==> config.mk <==
export PLATFORM = sky130hd
export DESIGN_NAME = jt49_mch
export DESIGN_NICKNAME = d
export VERILOG_FILES = /design/src/rtl/jt49_mch_pkg.sv /design/src/rtl/jt49_mch_tone.sv /design/src/rtl/jt49_mch.sv
export SDC_FILE = /design/constraint.sdc
export NUM_CORES = 1
export LEC_CHECK = 0
export ABC_AREA = 1
export CELL_PAD_IN_SITES_DETAIL_PLACEMENT = 0
export CELL_PAD_IN_SITES_GLOBAL_PLACEMENT = 1
export CORE_MARGIN = 1.5
export CORE_UTILIZATION = 50
export CTS_BUF_LIST = sky130_fd_sc_hd__clkbuf_4 sky130_fd_sc_hd__clkbuf_8
export CTS_CLUSTER_DIAMETER = 60
export CTS_CLUSTER_SIZE = 25
export DETAILED_ROUTE_END_ITERATION = 6
export PLACE_DENSITY = 0.95
export RECOVER_POWER = 25
export REMOVE_ABC_BUFFERS = 1
export SETUP_SLACK_MARGIN = 0.02
export SLEW_MARGIN = 10
export SYNTH_ARGS = -nofsm -noshare
export SYNTH_HDL_FRONTEND = slang
export SYNTH_SLANG_ARGS = --single-unit
==> constraint.sdc <==
create_clock -name clk -period 2.8 [get_ports clk]
set_input_delay 0.42 -clock clk [delete_from_list [all_inputs] [get_ports clk]]
set_output_delay 0.42 -clock clk [all_outputs]
set_load 0.02 [all_outputs]
==> src/rtl/jt49_mch_pkg.sv <==
// Shared register map and per-address read masks for the jt49_mch tone generator.
package jt49_mch_pkg;

  localparam int unsigned A_PERIOD = 32'h00;
  localparam int unsigned A_NOISE  = 32'h10;
  localparam int unsigned A_TDIS   = 32'h11;
  localparam int unsigned A_NDIS   = 32'h12;
  localparam int unsigned A_VOL    = 32'h18;
  localparam int unsigned NREGS    = 32;

  // Bits that exist at each address; everything else stores and reads as 0.
  function automatic logic [7:0] rd_mask(input logic [4:0] a, input int unsigned ch,
                                         input int unsigned pw);
    int unsigned ai;
    int unsigned bits;
    logic [7:0]  m;
    ai = {27'd0, a};
    m  = '0;
    if (ai < A_PERIOD + 2 * ch) begin
      bits = a[0] ? pw - 8 : 8;
      m    = 8'((32'd1 << bits) - 32'd1);
    end else if (ai == A_NOISE) begin
      m = 8'h1F;
    end else if (ai == A_TDIS || ai == A_NDIS) begin
      m = 8'((32'd1 << ch) - 32'd1);
    end else if (ai >= A_VOL && ai < A_VOL + ch) begin
      m = 8'h0F;
    end
    return m;
  endfunction

endpackage

==> src/rtl/jt49_mch_tone.sv <==
// Single tone divider: toggles its square output every max(period,1) ticks.
module jt49_mch_tone #(
  parameter int unsigned PW = 12
) (
  input  logic          clk,
  input  logic          rst_n,
  input  logic          tick,
  input  logic [PW-1:0] period,
  output logic          square
);

  logic [PW-1:0] r_cnt;
  logic          r_sq;
  logic [PW-1:0] w_last;

  // >= rather than == so a period shrunk below the running count wraps at once.
  assign w_last = (period == '0) ? '0 : period - PW'(1);

  always_ff @(posedge clk) begin
    if (!rst_n) begin
      r_cnt <= '0;
      r_sq  <= 1'b0;
    end else if (tick) begin
      if (r_cnt >= w_last) begin
        r_cnt <= '0;
        r_sq  <= ~r_sq;
      end else begin
        r_cnt <= r_cnt + PW'(1);
      end
    end
  end

  assign square = r_sq;

endmodule

==> src/rtl/jt49_mch.sv <==
// Multi-channel PSG-style tone/noise generator with byte-wide register bus.
module jt49_mch
  import jt49_mch_pkg::*;
#(
  parameter int unsigned CH = 3,
  parameter int unsigned PW = 12
) (
  input  logic            clk,
  input  logic            rst_n,
  input  logic            clk_en,
  input  logic            cs_n,
  input  logic            wr_n,
  input  logic [4:0]      addr,
  input  logic [7:0]      din,
  output logic [7:0]      dout,
  output logic [4*CH-1:0] level,
  output logic [6:0]      sound
);

  logic [7:0]      r_reg [NREGS];
  logic [7:0]      r_dout;
  logic [2:0]      r_pre;
  logic [5:0]      r_ndiv;
  logic [16:0]     r_lfsr;
  logic [4*CH-1:0] r_level;
  logic [6:0]      r_sound;

  logic            w_tick;
  logic [4:0]      w_np;
  logic [5:0]      w_nlast;
  logic [CH-1:0]   w_sq;
  logic [CH-1:0]   w_tdis;
  logic [CH-1:0]   w_ndis;
  logic [CH-1:0]   w_mix;
  logic [6:0]      w_sum;

  // Storage is kept pre-masked, so a raw read already returns 0 for absent bits.
  always_ff @(posedge clk) begin
    if (!rst_n) begin
      r_dout <= '0;
      for (int unsigned i = 0; i < NREGS; i++) r_reg[i] <= '0;
    end else if (!cs_n) begin
      r_dout <= r_reg[addr];
      if (!wr_n) r_reg[addr] <= din & rd_mask(addr, CH, PW);
    end
  end

  assign w_tick  = clk_en & (r_pre == 3'd7);
  assign w_np    = r_reg[A_NOISE][4:0];
  assign w_nlast = (w_np == '0) ? 6'd1 : {w_np, 1'b0} - 6'd1;
  assign w_tdis  = r_reg[A_TDIS][CH-1:0];
  assign w_ndis  = r_reg[A_NDIS][CH-1:0];
  assign w_mix   = (w_sq | w_tdis) & ({CH{r_lfsr[0]}} | w_ndis);

  for (genvar g = 0; g < CH; g++) begin : g_ch
    logic [PW-1:0] w_period;
    assign w_period = {r_reg[A_PERIOD + 2*g + 1][PW-9:0], r_reg[A_PERIOD + 2*g]};
    jt49_mch_tone #(.PW(PW)) u_tone (
      .clk    (clk),
      .rst_n  (rst_n),
      .tick   (w_tick),
      .period (w_period),
      .square (w_sq[g])
    );
  end

  always_comb begin
    w_sum = '0;
    for (int unsigned n = 0; n < CH; n++) w_sum = w_sum + {3'd0, r_level[4*n +: 4]};
  end

  always_ff @(posedge clk) begin
    if (!rst_n) begin
      r_pre   <= '0;
      r_ndiv  <= '0;
      r_lfsr  <= 17'd1;
      r_level <= '0;
      r_sound <= '0;
    end else if (clk_en) begin
      r_pre <= r_pre + 3'd1;
      if (w_tick) begin
        if (r_ndiv >= w_nlast) begin
          r_ndiv <= '0;
          r_lfsr <= {r_lfsr[0] ^ r_lfsr[3], r_lfsr[16:1]};
        end else begin
          r_ndiv <= r_ndiv + 6'd1;
        end
      end
      for (int unsigned n = 0; n < CH; n++)
        r_level[4*n +: 4] <= w_mix[n] ? r_reg[A_VOL + n][3:0] : 4'd0;
      r_sound <= w_sum;
    end
  end

  assign dout  = r_dout;
  assign level = r_level;
  assign sound = r_sound;

endmodule

Yosys cells after proc, flatten, opt, wreduce, memory -nomap -nowiden
Memories as Yosys holds them, arrays and structs flattened. A register that Yosys moved wholly into a read port is not among the register bits.
Index checks and enable logic that the tools add are counted.
- add/sub/neg operators: 12
- order comparisons: 7
- eq/ne operators: 4
- shift operators: 1
- muxes and demuxes: 27
- bitwise gates (word level): 9
- reductions and logical operators: 14
- operators with widths (kind ; count):
    $mux W12 ; 6
    $mux W8 ; 5
    $add A12 B1 Y12 const B ; 3
    $ge A12 B12 Y1 ; 3
    $logic_not A12 Y1 ; 3
    $sub A12 B1 Y12 const B ; 3
    $mux W4 ; 6
    $eq A5 B5 Y1 const B ; 3
    $mux W6 ; 2
    $mux W5 ; 2
    $and A8 B8 Y8 ; 1
    $reduce_and A2 Y1 ; 4
    $reduce_or A8 Y1 ; 1
    $shl A1 B4 Y8 const A ; 1
    $sub A8 B1 Y8 const B ; 1
    $add A5 B4 Y6 ; 1
    $add A6 B1 Y6 const B ; 1
    $ge A6 B6 Y1 ; 1
    $mux W1 ; 6
    $or A3 B3 Y3 ; 2
    $sub A6 B1 Y6 const B ; 1
    $add A4 B4 Y5 ; 1
    $ge A5 B5 Y1 const B ; 1
    $logic_not A5 Y1 ; 1
    12 further kinds ; 15
- bits in registers: 84
- bits in writable memories: 256
- bits of input ports: 18
- output and inout port bits: 27
- word-level logic and storage cells: 86
- memories kept: 1
- memories (memory ; depth ; bits a word ; read ports ; clocked after memory_dff ; write ports ; line ; text):
    r_reg ; 32 ; 8 ; 13 ; 1 ; 32 ; jt49_mch.sv:20 ; logic [7:0] r_reg [NREGS];

Depth between registers and ports, before layout
- word-level depth: 11
- gate-level depth with buffers: 21
- mapped depth without buffers: 20

By module
From an unflattened synthesis, not the netlist that was laid out.
- cell total of the unflattened synthesis: 2013
- area, all modules: 17501.8 um^2
- modules (own cells, without submodules) (module ; times used ; cells each ; area an instance (um^2) ; sequential area each (um^2)):
    jt49_mch ; 1 ; 1468 ; 13817.0 ; 8728.4
    jt49_mch_tone at g_ch[0].u_tone ... ; 2 ; 183 ; 1232.4 ; 260.2
    jt49_mch_tone at g_ch[2].u_tone ; 1 ; 179 ; 1219.9 ; 260.2

Worst setup path before layout
OpenSTA, ideal clock, no wires.
- kind: reg2reg
- start: memory r_reg[0][0]
- end: register g_ch[0].u_tone.r_cnt[4]
- setup time: 0.117 ns
- arrival: 2.282 ns
- required time: 2.683 ns
- setup slack: 0.401 ns
- stages on the path, launching flop included: 19
- path buffers: 1
- clock period less this slack: 2.399 ns
- cells stage by stage: edfxtp_1 > inv_1 > ha_1 > nand2_1 > nor2_1 > inv_1 > o21ai_0 > nand3_1 > ha_1 > nand2_1 > nor2_1 > nand2_1 > nor2_1 > nand2_1 > nand2_1 > nand2_1 > nand2_1 > buf_2 > nor2_1
- RTL lines (what ; line ; text):
    from (decl) ; jt49_mch.sv:20 ;
    to (signal assigned) ; jt49_mch_tone.sv:28 ; r_cnt <= r_cnt + PW'(1);
    to (decl) ; jt49_mch_tone.sv:12 ; logic [PW-1:0] r_cnt;

==> impl_summary.log <==
[metrics] core box area: 0.0338 mm²
[metrics] maximum vdd drop: 0.000463 V
[metrics] largest fanout on the critical path: 8
[metrics] Setup WS pre-CTS: 0.0557 ns
[metrics] Warnings, synthesis: 0
[metrics] data required time at the worst endpoint: 3.37 ns
[metrics] input/output buffers: 43
[metrics] number of buffers inserted for hold repair after clock tree synthesis: 0
[metrics] Static Leakage: 8.94 nW
[metrics] Startpoint Class: register
[metrics] post-route DRC violation count: 0
[metrics] Cell Pwr Density: 516 mW/mm²
[metrics] worst hold path stage count: 4
[metrics] Detailed Place HPWL: 27.2 mm
[metrics] first-pass iteration count of the detailed router: 5
[metrics] Die Span X: 189 µm
[metrics] fraction of met1 tracks used by global routing: 28.1%
[metrics] Root Buffer: sky130_fd_sc_hd__clkbuf_8
[metrics] destination of the worst hold path: r_pre[0]$_SDFFE_PN0P_
[metrics] total placed instance area: 0.0190 mm²
[metrics] clock latency on the worst-skew pair: 0.67 ns
[metrics] fmax: 389 MHz
[metrics] count of distinct cell types in the synthesized netlist: 41
[metrics] overall power of the completed layout: 0.0102 W
[metrics] gp weighted congestion: 0.851
[metrics] XOR/XNOR share of the synthesized area: 2.18%
[metrics] met3 Track Usage GR: 3.63%
[metrics] post-route setup slack: 0.226 ns
[metrics] clock-pin slew on the worst setup and hold paths: 0.12 ns
[metrics] nature of the critical path endpoint: register
[metrics] relative area change from synthesis to final layout: 14.7%
[metrics] number of setup violations in the final report: 0
[metrics] H-tree lvl count: 1
[metrics] Final Cell Area: 0.0198 mm²
[metrics] CTS buffer count: 27
[metrics] number of synthesized register bits: 347
[metrics] FP Rows: 67
[metrics] share of the clock period used by the worst path after layout: 91.9%
[metrics] via count normalized by instance count: 4.83
[metrics] share of flip-flops with an asynchronous set or reset: 0%
[metrics] leading cell types in the layout, fill and taps excluded: sky130_fd_sc_hd__nand2_1, sky130_fd_sc_hd__edfxtp_1, sky130_fd_sc_hd__nor2_1, sky130_fd_sc_hd__conb_1, sky130_fd_sc_hd__inv_1
[metrics] worst setup slack for register-to-register paths: 0.23 ns
[metrics] summed instance area of the synthesized netlist: 0.0173 mm²
[metrics] type of the worst setup path: reg -> reg
[metrics] number of I/O pins: 45
[metrics] count of flip-flops with a built-in enable after synthesis: 256
[metrics] maximum number of pins on one net before global-route repair: 79
[metrics] capture instance of the worst register-to-register path: g_ch[0].u_tone.r_cnt[3]$_SDFFE_PN0P_
[metrics] number of global-route vias before repair: 12600
[metrics] depth of the worst register-to-register path: 15
[metrics] Post-Place Cells: 2661
[metrics] final-report max-slew violation count: 0
[metrics] reg-to-reg startpoint: r_reg[0][6]$_SDFFCE_PN0P_
[metrics] global routing met2 resource utilization: 37.5%
[metrics] number of cells in the finished layout apart from fillers: 2730
[metrics] number of nets in the layout: 2342
[metrics] TritonCTS Sinks: 347
[metrics] number of flip-flops in the largest register: 256
[metrics] number of antenna violations at the first check in global routing: 0
[metrics] count of maximum capacitance violations: 0
[metrics] average detailed-routed wire length per instance: 14.2 µm
[metrics] routed vias: 13200
[metrics] TritonCTS clock tree: built
[metrics] count of final hold-check violations: 0
[metrics] most frequent standard cell in the layout excluding fill and tap cells: sky130_fd_sc_hd__nand2_1
[metrics] largest family of logic cells by synthesized area: simple AND/OR/NAND/NOR gates
[metrics] worst hold path class: in -> reg
[metrics] first-pass GRT wire length: 61.7 mm
[metrics] Primary FF master, synth: sky130_fd_sc_hd__edfxtp_1
[metrics] pin slew with the least headroom to its limit: 1.29 ns
[metrics] mean cell area of the mapped netlist: 8.65 µm²
[metrics] post-synthesis sequential area ratio: 54.9%
[metrics] CP Data Arrival Time: 3.15 ns
[metrics] GR Util All Layers: 21.6%
[metrics] Starting Density: 51.2%
[metrics] compound-gate portion of the synthesized area: 4.20%
[metrics] cells after synthesis: 2002
[metrics] number of diodes: 0
[metrics] share of cells above drive strength 1: 7.32%
[metrics] Hold Path Origin: rst_n
[metrics] mux share of post-synthesis cell area: 0.231%
[metrics] Final Skew: 0.0515 ns
[metrics] final wirelength: 38.8 mm
[metrics] Vert. Die Dim: 189 µm
[metrics] unrepaired setup endpoints after global routing: true
[metrics] result of the run: finished clean
[metrics] total die area: 0.0357 mm²
[metrics] number of design-rule violations left by the first detailed-router iteration: 977
[metrics] total overflow reported by the global router: 0
[metrics] post-synthesis share of cell area spent on and, or, nand and nor gates: 28.1%
[metrics] adder and majority gate portion of the synthesized area: 4.77%
[metrics] time the final worst path needs with I/O delays and setup: 2.57 ns
[metrics] remaining max-slew budget at the tightest pin: 13.7%
[metrics] post-route antenna net violation count: 0
[metrics] grt peak-use layer: met2
[metrics] maximum count of clock buffers along a single path: 3
synthesized netlist by cell type, types with 7 or more instances:
library cell / number / area [µm²]
sky130_fd_sc_hd__a21oi_1: 55 / 275
sky130_fd_sc_hd__buf_2: 40 / 200
sky130_fd_sc_hd__buf_4: 8 / 60.1
sky130_fd_sc_hd__buf_6: 12 / 135
sky130_fd_sc_hd__clkbuf_1: 17 / 63.8
sky130_fd_sc_hd__dfxtp_1: 91 / 1820
sky130_fd_sc_hd__edfxtp_1: 256 / 7690
sky130_fd_sc_hd__ha_1: 58 / 726
sky130_fd_sc_hd__inv_1: 126 / 473
sky130_fd_sc_hd__inv_2: 7 / 26.3
sky130_fd_sc_hd__nand2_1: 807 / 3030
sky130_fd_sc_hd__nand2_2: 8 / 50.1
sky130_fd_sc_hd__nand3_1: 86 / 430
sky130_fd_sc_hd__nand3b_1: 20 / 150
sky130_fd_sc_hd__nand4_1: 9 / 56.3
sky130_fd_sc_hd__nor2_1: 230 / 863
sky130_fd_sc_hd__nor3_1: 12 / 60.1
sky130_fd_sc_hd__o21ai_0: 61 / 305
sky130_fd_sc_hd__or2_2: 8 / 50.1
sky130_fd_sc_hd__xor2_1: 37 / 324
final cells by class:
cell class / count / area, µm²
Fill cell: 3023 / 13900
Sequential cell: 347 / 9510
Multi-Input combinational cell: 1642 / 7660
Timing Repair Buffer: 110 / 950
Tap cell: 448 / 561
Inverter: 133 / 500
Clock buffer: 28 / 379
Clock inverter: 22 / 288
per-layer routing:
layer  share of wire [%]  vias up
met4                 2.3        0
met1                  44     6052
li1                    -     6784
met5                   0        -
met2                  48      293
met3                 5.6       52
critical path: stages (launching register included):
cell                       delay (ns)
sky130_fd_sc_hd__edfxtp_1        0.49
sky130_fd_sc_hd__nor2_2          0.18
sky130_fd_sc_hd__nand2_1         0.14
sky130_fd_sc_hd__nor3_1          0.25
sky130_fd_sc_hd__inv_1           0.17
sky130_fd_sc_hd__o21ai_0         0.18
sky130_fd_sc_hd__ha_1            0.31
sky130_fd_sc_hd__nand2_1         0.07
sky130_fd_sc_hd__inv_1           0.04
sky130_fd_sc_hd__nand2_1         0.05
sky130_fd_sc_hd__nand2_1         0.04
sky130_fd_sc_hd__a21oi_1         0.12
sky130_fd_sc_hd__nand2_1         0.11
sky130_fd_sc_hd__nand2_2         0.14
sky130_fd_sc_hd__nand2_4         0.09
sky130_fd_sc_hd__nor2_1          0.12
worst max-delay path by stage:
stage                                    start                               endpoint  slack [ns]  depth (start not counted)
global route         r_reg[2][5]$_SDFFCE_PN0P_   g_ch[1].u_tone.r_cnt[4]$_SDFFE_PN0P_       -0.02                         16
CTS                  r_reg[4][5]$_SDFFCE_PN0P_  g_ch[2].u_tone.r_cnt[11]$_SDFFE_PN0P_        0.02                         19
detailed placement   r_reg[4][4]$_SDFFCE_PN0P_  g_ch[2].u_tone.r_cnt[11]$_SDFFE_PN0P_        0.06                         19
floorplan           r_reg[16][0]$_SDFFCE_PN0P_                 r_ndiv[0]$_SDFFE_PN0P_       -0.33                         13
global placement     r_reg[4][4]$_SDFFCE_PN0P_  g_ch[2].u_tone.r_cnt[11]$_SDFFE_PN0P_        0.14                         19
finish               r_reg[0][6]$_SDFFCE_PN0P_   g_ch[0].u_tone.r_cnt[3]$_SDFFE_PN0P_        0.23                         15
through the flow:
stage / hold WS, ns / setup TNS, ns / util, %
2_1_floorplan: 0.443 / -3.71 / -
3_3_place_gp: 0.451 / 0 / 56.2
3_5_place_dp: 0.459 / 0 / 56.2
4_1_cts: 0.318 / 0 / 58.2
5_1_grt: 0.385 / -0.0822 / 58.7
6_report: 0.384 / 0 / 58.7
timing repair:
| item | 4_1_cts | 5_1_grt |
|---|---|---|
| gates resized for setup | 0 | 32 |
| setup endpoints to repair | 0 | 37 |
| setup buffers | 0 | 17 |
cells by family (layout without fill, tap and decap cells):
logic type | after synthesis | in the layout
compound gates | 134 | 134
mux | 4 | 4
flops | 347 | 347
buf+inv | 212 | 293
simple gates | 1198 | 1200
other cells | 1 | 198
fa+ha+maj | 63 | 63
xor+xnor | 43 | 43
report_power, final:
group / internal (W) / leakage [nW] / switching (W) / total, W
clock network: 0.00112 / 0.327 / 0.00204 / 0.00316
logic: 0.000378 / 5.38 / 0.000736 / 0.00111
registers: 0.00585 / 3.23 / 0.000129 / 0.00598
(Power assumes the default switching activity.)
